`src/rtl/serial_sub_pkg.sv`:
```
// Shared definitions for the digit-serial subtractor: FSM state encoding and
// counter sizing helper.
package serial_sub_pkg;

    typedef enum logic {
        IDLE = 1'b0,
        RUN  = 1'b1
    } state_t;

    // A single-digit operation still needs a one-bit counter to compare against.
    function automatic int cnt_width(input int n);
        return (n < 2) ? 1 : $clog2(n);
    endfunction

endpackage

```
`src/rtl/serial_sub_digit_sub.sv`:
```
// Combinational DIGIT-bit subtractor with borrow in/out; also exposes the
// borrow entering its top bit so the caller can derive signed overflow.
module digit_sub
    import serial_sub_pkg::*;
#(
    parameter int DIGIT = 1
) (
    input  logic [DIGIT-1:0] x,
    input  logic [DIGIT-1:0] y,
    input  logic             bi,
    output logic [DIGIT-1:0] d,
    output logic             bo,
    output logic             bo_msb_in
);

    logic [DIGIT:0] full;

    // One extra bit of headroom: the MSB of the widened difference is the borrow.
    assign full = {1'b0, x} - {1'b0, y} - {{DIGIT{1'b0}}, bi};
    assign d    = full[DIGIT-1:0];
    assign bo   = full[DIGIT];

    generate
        if (DIGIT == 1) begin : g_one
            assign bo_msb_in = bi;
        end else begin : g_multi
            logic [DIGIT-1:0] lo;
            assign lo = {1'b0, x[DIGIT-2:0]} - {1'b0, y[DIGIT-2:0]}
                        - {{(DIGIT-1){1'b0}}, bi};
            assign bo_msb_in = lo[DIGIT-1];
        end
    endgenerate

endmodule

```
`src/rtl/serial_sub.sv`:
```
// Digit-serial subtractor: diff = a - b - bin over WIDTH bits, DIGIT bits per
// clock, framed by a start/busy/done handshake with results held until the next op.
module serial_sub
    import serial_sub_pkg::*;
#(
    parameter int WIDTH = 8,
    parameter int DIGIT = 1
) (
    input  logic             clk,
    input  logic             rst_n,
    input  logic             start,
    input  logic [WIDTH-1:0] a,
    input  logic [WIDTH-1:0] b,
    input  logic             bin,
    output logic             busy,
    output logic             done,
    output logic [WIDTH-1:0] diff,
    output logic             bout,
    output logic             ovf
);

    localparam int N  = WIDTH / DIGIT;
    localparam int CW = cnt_width(N);

    generate
        if ((WIDTH < 2) || (DIGIT < 1) || ((WIDTH % DIGIT) != 0)) begin : g_bad_params
            $error("serial_sub: WIDTH must be >= 2 and an exact multiple of DIGIT");
        end
    endgenerate

    state_t           state_q, state_d;
    logic [CW-1:0]    cnt_q, cnt_d;
    logic [WIDTH-1:0] a_q, a_d;
    logic [WIDTH-1:0] b_q, b_d;
    logic [WIDTH-1:0] res_q, res_d;
    logic [WIDTH-1:0] diff_q, diff_d;
    logic             brw_q, brw_d;
    logic             done_q, done_d;
    logic             bout_q, bout_d;
    logic             ovf_q, ovf_d;

    logic [DIGIT-1:0] dg_d;
    logic             dg_bo;
    logic             dg_bmi;
    logic [WIDTH-1:0] res_shift;
    logic             last_digit;

    digit_sub #(
        .DIGIT(DIGIT)
    ) u_digit (
        .x        (a_q[DIGIT-1:0]),
        .y        (b_q[DIGIT-1:0]),
        .bi       (brw_q),
        .d        (dg_d),
        .bo       (dg_bo),
        .bo_msb_in(dg_bmi)
    );

    // New digits enter at the MSB so after N shifts digit 0 sits at the LSB.
    generate
        if (DIGIT == WIDTH) begin : g_full_width
            assign res_shift = dg_d;
        end else begin : g_shift
            assign res_shift = {dg_d, res_q[WIDTH-1:DIGIT]};
        end
    endgenerate

    assign last_digit = (state_q == RUN) && (cnt_q == CW'(N - 1));

    always_comb begin
        state_d = state_q;
        cnt_d   = cnt_q;
        a_d     = a_q;
        b_d     = b_q;
        res_d   = res_q;
        brw_d   = brw_q;
        diff_d  = diff_q;
        bout_d  = bout_q;
        ovf_d   = ovf_q;
        done_d  = 1'b0;
        case (state_q)
            IDLE: begin
                if (start) begin
                    a_d     = a;
                    b_d     = b;
                    brw_d   = bin;
                    cnt_d   = '0;
                    res_d   = '0;
                    state_d = RUN;
                end
            end
            RUN: begin
                a_d   = a_q >> DIGIT;
                b_d   = b_q >> DIGIT;
                res_d = res_shift;
                brw_d = dg_bo;
                cnt_d = cnt_q + 1'b1;
                if (last_digit) begin
                    state_d = IDLE;
                    done_d  = 1'b1;
                    diff_d  = res_shift;
                    bout_d  = dg_bo;
                    // The last digit's top bit is bit WIDTH-1 of the whole word.
                    ovf_d   = dg_bo ^ dg_bmi;
                end
            end
            default: state_d = IDLE;
        endcase
    end

    always_ff @(posedge clk or negedge rst_n) begin
        if (!rst_n) begin
            state_q <= IDLE;
            cnt_q   <= '0;
            a_q     <= '0;
            b_q     <= '0;
            res_q   <= '0;
            brw_q   <= 1'b0;
            diff_q  <= '0;
            bout_q  <= 1'b0;
            ovf_q   <= 1'b0;
            done_q  <= 1'b0;
        end else begin
            state_q <= state_d;
            cnt_q   <= cnt_d;
            a_q     <= a_d;
            b_q     <= b_d;
            res_q   <= res_d;
            brw_q   <= brw_d;
            diff_q  <= diff_d;
            bout_q  <= bout_d;
            ovf_q   <= ovf_d;
            done_q  <= done_d;
        end
    end

    assign busy = (state_q == RUN);
    assign done = done_q;
    assign diff = diff_q;
    assign bout = bout_q;
    assign ovf  = ovf_q;

endmodule

```
`config.mk`:
```
export PLATFORM = sky130hd
export DESIGN_NAME = serial_sub
export DESIGN_NICKNAME = d
export VERILOG_FILES = /design/src/rtl/serial_sub_pkg.sv /design/src/rtl/serial_sub_digit_sub.sv /design/src/rtl/serial_sub.sv
export SDC_FILE = /design/constraint.sdc
export NUM_CORES = 1
export LEC_CHECK = 0
export BUFFER_PORTS_ARGS = -buffer_cell sky130_fd_sc_hd__clkbuf_2
export CAP_MARGIN = 25
export CORE_MARGIN = 1
export CORE_UTILIZATION = 29
export CTS_CLUSTER_DIAMETER = 30
export DETAILED_ROUTE_END_ITERATION = 16
export MAX_ROUTING_LAYER = met4
export PLACE_DENSITY = 0.61
export SYNTH_ARGS = -nofsm -noshare
export SYNTH_HDL_FRONTEND = slang
export SYNTH_SLANG_ARGS = --single-unit
```
`constraint.sdc`:
```
create_clock -name clk -period 1.49 [get_ports clk]
set_input_delay 0 -clock clk [delete_from_list [all_inputs] [get_ports clk]]
set_output_delay 0 -clock clk [all_outputs]
set_load 0.1 [all_outputs]
```
==> results.yml <==
grt:
  grt_pass1_vias: 1086
  track_usage: 0.1121
  antenna_found_initial: 0
  grt_max_degree: 51
  grt_pass1_wl_um: 5037
  overflow: 0
worst_setup_path:
  cp.required_ns: 1.68
  r2r_cells: 5
  start_kind: "register"
  critPathMaxStageDelay_ns: 0.39
  critPathKind: "reg -> reg"
  worstReg2RegStart: "cnt_q[0]$_DFFE_PN0P_"
  critPathMaxFanout: 6
  cp_data_arrival_time_ns: 1.62
  critPathCaptureType: "register"
  rrSetupSlack_ns: 0.06
  r2r-end: "diff[4]$_DFFE_PN0P_"
  crit_chain: "ha_1 -> ha_2 -> nand2_2 -> buf_12 -> mux2_2"
  slowest_stage: "dfrtp_1"
timing:
  slew_headroom: 0.6397
  setup_slack_ns: 0.05534
  worst_pin_slew_ns: 0.5427
  finalSetupTns_ns: 0
  fmax_ghz: 0.6970
  setup_violations: 0
  fin_worst_skew_ns: 0.01021
  period_share: 0.9629
  finalMaxSlewViolations: 0
  rsz0062_at_grt: "false"
  period_minus_slack_ns: 1.435
  hold_violations: 0
routing:
  vias_per_cell: 4.416
  drc: 0
  dr_total_vias: 1126
  ant_nets: 0
  drtPass1Iterations: 4
  drt_iter0_markers: 36
  postRouteWirelength_um: 3169
  wl_per_cell_um: 12.43
power:
  leakage_nw: 1.130
  p_int_mw: 2.972
  switchingPower_mw: 2.411
  sw_frac_of_total: 0.4479
  power_frac_clock: 0.171
  combPwrFrac: 0.494
  pwr-share-seq: 0.335
  ir_worst_vdd_mv: 1.141
  power_density_mw_per_mm2: 2427
hold_path:
  worstHoldStart: "b[5]"
  holdPathEnd: "b_q[5]$_DFFE_PN0P_"
  hold-path-cell-count: 3
  hold_class: "in -> reg"
cts:
  clockBufferDepth: 2
  clkLatencyLatePin_ns: 0.29
  root_buffer: "clkbuf_8"
  h-tree-depth: 2
  cts_buffers: 5
  cts.sinks: 39
  clk_pin_slew_ns: 0.08
  cts_tree: "built"
final_layout:
  final_layout_size_suffix_gt1_frac: 0.3279
  nNetsFinal: 205
  multi_input_area_um2: 658.1
  seq_area_um2: 977.2
  diodes: 0
  nFillCells: 561
  area_delta_synth_final_pct: 30.27
run_status:
  outcome: "finished clean"
floorplan:
  die_h_um: 78.63
  die_area_mm2: 0.006183
  start_util: 0.3055
  std_cell_rows: 27
  io_pins: 32
  die_x_um: 78.63
  core_area_mm2: 0.005574
yosys:
  synth.largest_area_cell: "dfrtp_1"
  yosys-top-cells-area: "dfrtp_1, mux2i_1, mux2_4"
  synth_most_common_cell: "dfrtp_1"
  yosys.cell_types.count: 18
  synth-seq-cells: 39
  async_reset_ff_frac: 1.000
  netlist_top_cells_count: "dfrtp_1, nand2_1, mux2i_1"
  synth-edff-count: 0
  synth.avg_cell_area_um2: 12.25
  ys_seq_area_frac: 0.5731
  synth_flop_cell: "dfrtp_1"
  ys_warn_count: 0
  synthesis.area_mm2: 0.001703
  syn-num-nets: 162
  syn-instance-count: 139
  synth_top_cell_area_share: 0.5731
placed_design:
  dp_slack_ns: 0.01300
  gp_congestion: 0.6881
  hpwlAfterDp_um: 2062
  io_buffers: 31
job:
  max_cap_violations: 0
==> area by class of cell <==
| class | count | share of cell area |
|---|---|---|
| Clock buffer | 6 | 0.03723 |
| Clock inverter | 2 | 0.01579 |
| Inverter | 4 | 0.006768 |
| Multi-Input combinational cell | 87 | 0.2967 |
| Sequential cell | 39 | 0.4405 |
| Tap cell | 72 | 0.04061 |
| Timing Repair Buffer | 45 | 0.1624 |
==> what timing repair did <==
item | in CTS | in global routing
endpoints found under the setup margin | 0 | 9
endpoints found under the hold margin | 23 | 0
resized for setup | 0 | 3
hold buffers | 7 | 0
setup buffers | 0 | 2
==> registers in the layout, summed over array words and instances (netlist names) <==
signal	flops
busy	1
diff	8
bout	1
a_q	8
b_q	8
ovf	1
cnt_q	3
done	1
res_q	7
brw_q	1
==> routing by layer <==
layer / vias to the layer above / global-route usage / share of wire
met2: 30 / 0.1704 / 0.46
li1: 556 / - / -
met3: 8 / 0.03488 / 0.047
met1: 532 / 0.1360 / 0.47
met4: 0 / 0.05000 / 0.019
met5: - / - / 0
==> power groups by stage <==
stage	sequential, mW	clock, mW	combinational [mW]
6_report	1.80	0.922	2.66
5_1_grt	1.86	0.983	2.84
4_1_cts	1.80	0.949	2.59
3_5_place_dp	1.82	0	2.58
3_3_place_gp	1.80	0	2.55
2_1_floorplan	2.84	0	1.02
==> worst max-delay path, delay by kind of cell (launching register included) <==
kind | cells | cell delay [ns]
simple gates | 1 | 0.11
flops | 1 | 0.39
mux | 1 | 0.32
buf+inv | 1 | 0.13
fa+ha+maj | 2 | 0.38
==> worst max path at each step <==
stage,from,depth (start not counted),endpoint
after global placement,cnt_q[0]$_DFFE_PN0P_,5,diff[4]$_DFFE_PN0P_
after detailed placement,cnt_q[0]$_DFFE_PN0P_,5,diff[4]$_DFFE_PN0P_
after floorplan,busy$_DFF_PN0_,3,bout$_DFFE_PN0P_
after CTS,cnt_q[0]$_DFFE_PN0P_,5,diff[4]$_DFFE_PN0P_
final,cnt_q[0]$_DFFE_PN0P_,5,diff[4]$_DFFE_PN0P_
after global routing,cnt_q[0]$_DFFE_PN0P_,5,diff[4]$_DFFE_PN0P_
==> kinds of logic (layout without fill, tap and decap cells) <==
| kind of cell | count (synthesis) | in the layout | synth area share |
|---|---|---|---|
| xor+xnor | 1 | 1 | 0.005144 |
| buf+inv | 13 | 57 | 0.04481 |
| compound gates | 23 | 23 | 0.07422 |
| mux | 30 | 30 | 0.2013 |
| flops | 39 | 39 | 0.5731 |
| simple gates | 30 | 30 | 0.07495 |
| fa+ha+maj | 3 | 3 | 0.02645 |
==> stage by stage <==
stage | area [um2] | util | std cells | power, mW | hold slack (ns)
2_1_floorplan | 1704 | - | 139 | 3.857 | -0.2956
3_3_place_gp | 1983 | 0.3558 | 237 | 4.348 | -0.02450
3_5_place_dp | 1983 | 0.3558 | 237 | 4.398 | -0.01974
4_1_cts | 2171 | 0.3895 | 252 | 5.342 | 0.004917
5_1_grt | 2218 | 0.3980 | 255 | 5.686 | 0.02233
6_report | 2218 | 0.3980 | 255 | 5.383 | 0.01308
==> cells in the final DEF (no fill, tap or decap), types with 2 or more instances in the layout <==
cell type      count
mux2i_1           20
dlygate4sd3_1      7
clkbuf_2          30
a22o_1             3
o21ai_0           16
nor2_1             3
buf_4              2
mux2_2             2
buf_12             5
o21ai_1            4
nand2_1           20
nand2b_1           6
clkbuf_8           6
mux2_4             8
dfrtp_1           38
inv_1              4
No activity file was read; power rests on OpenSTA's default activity.
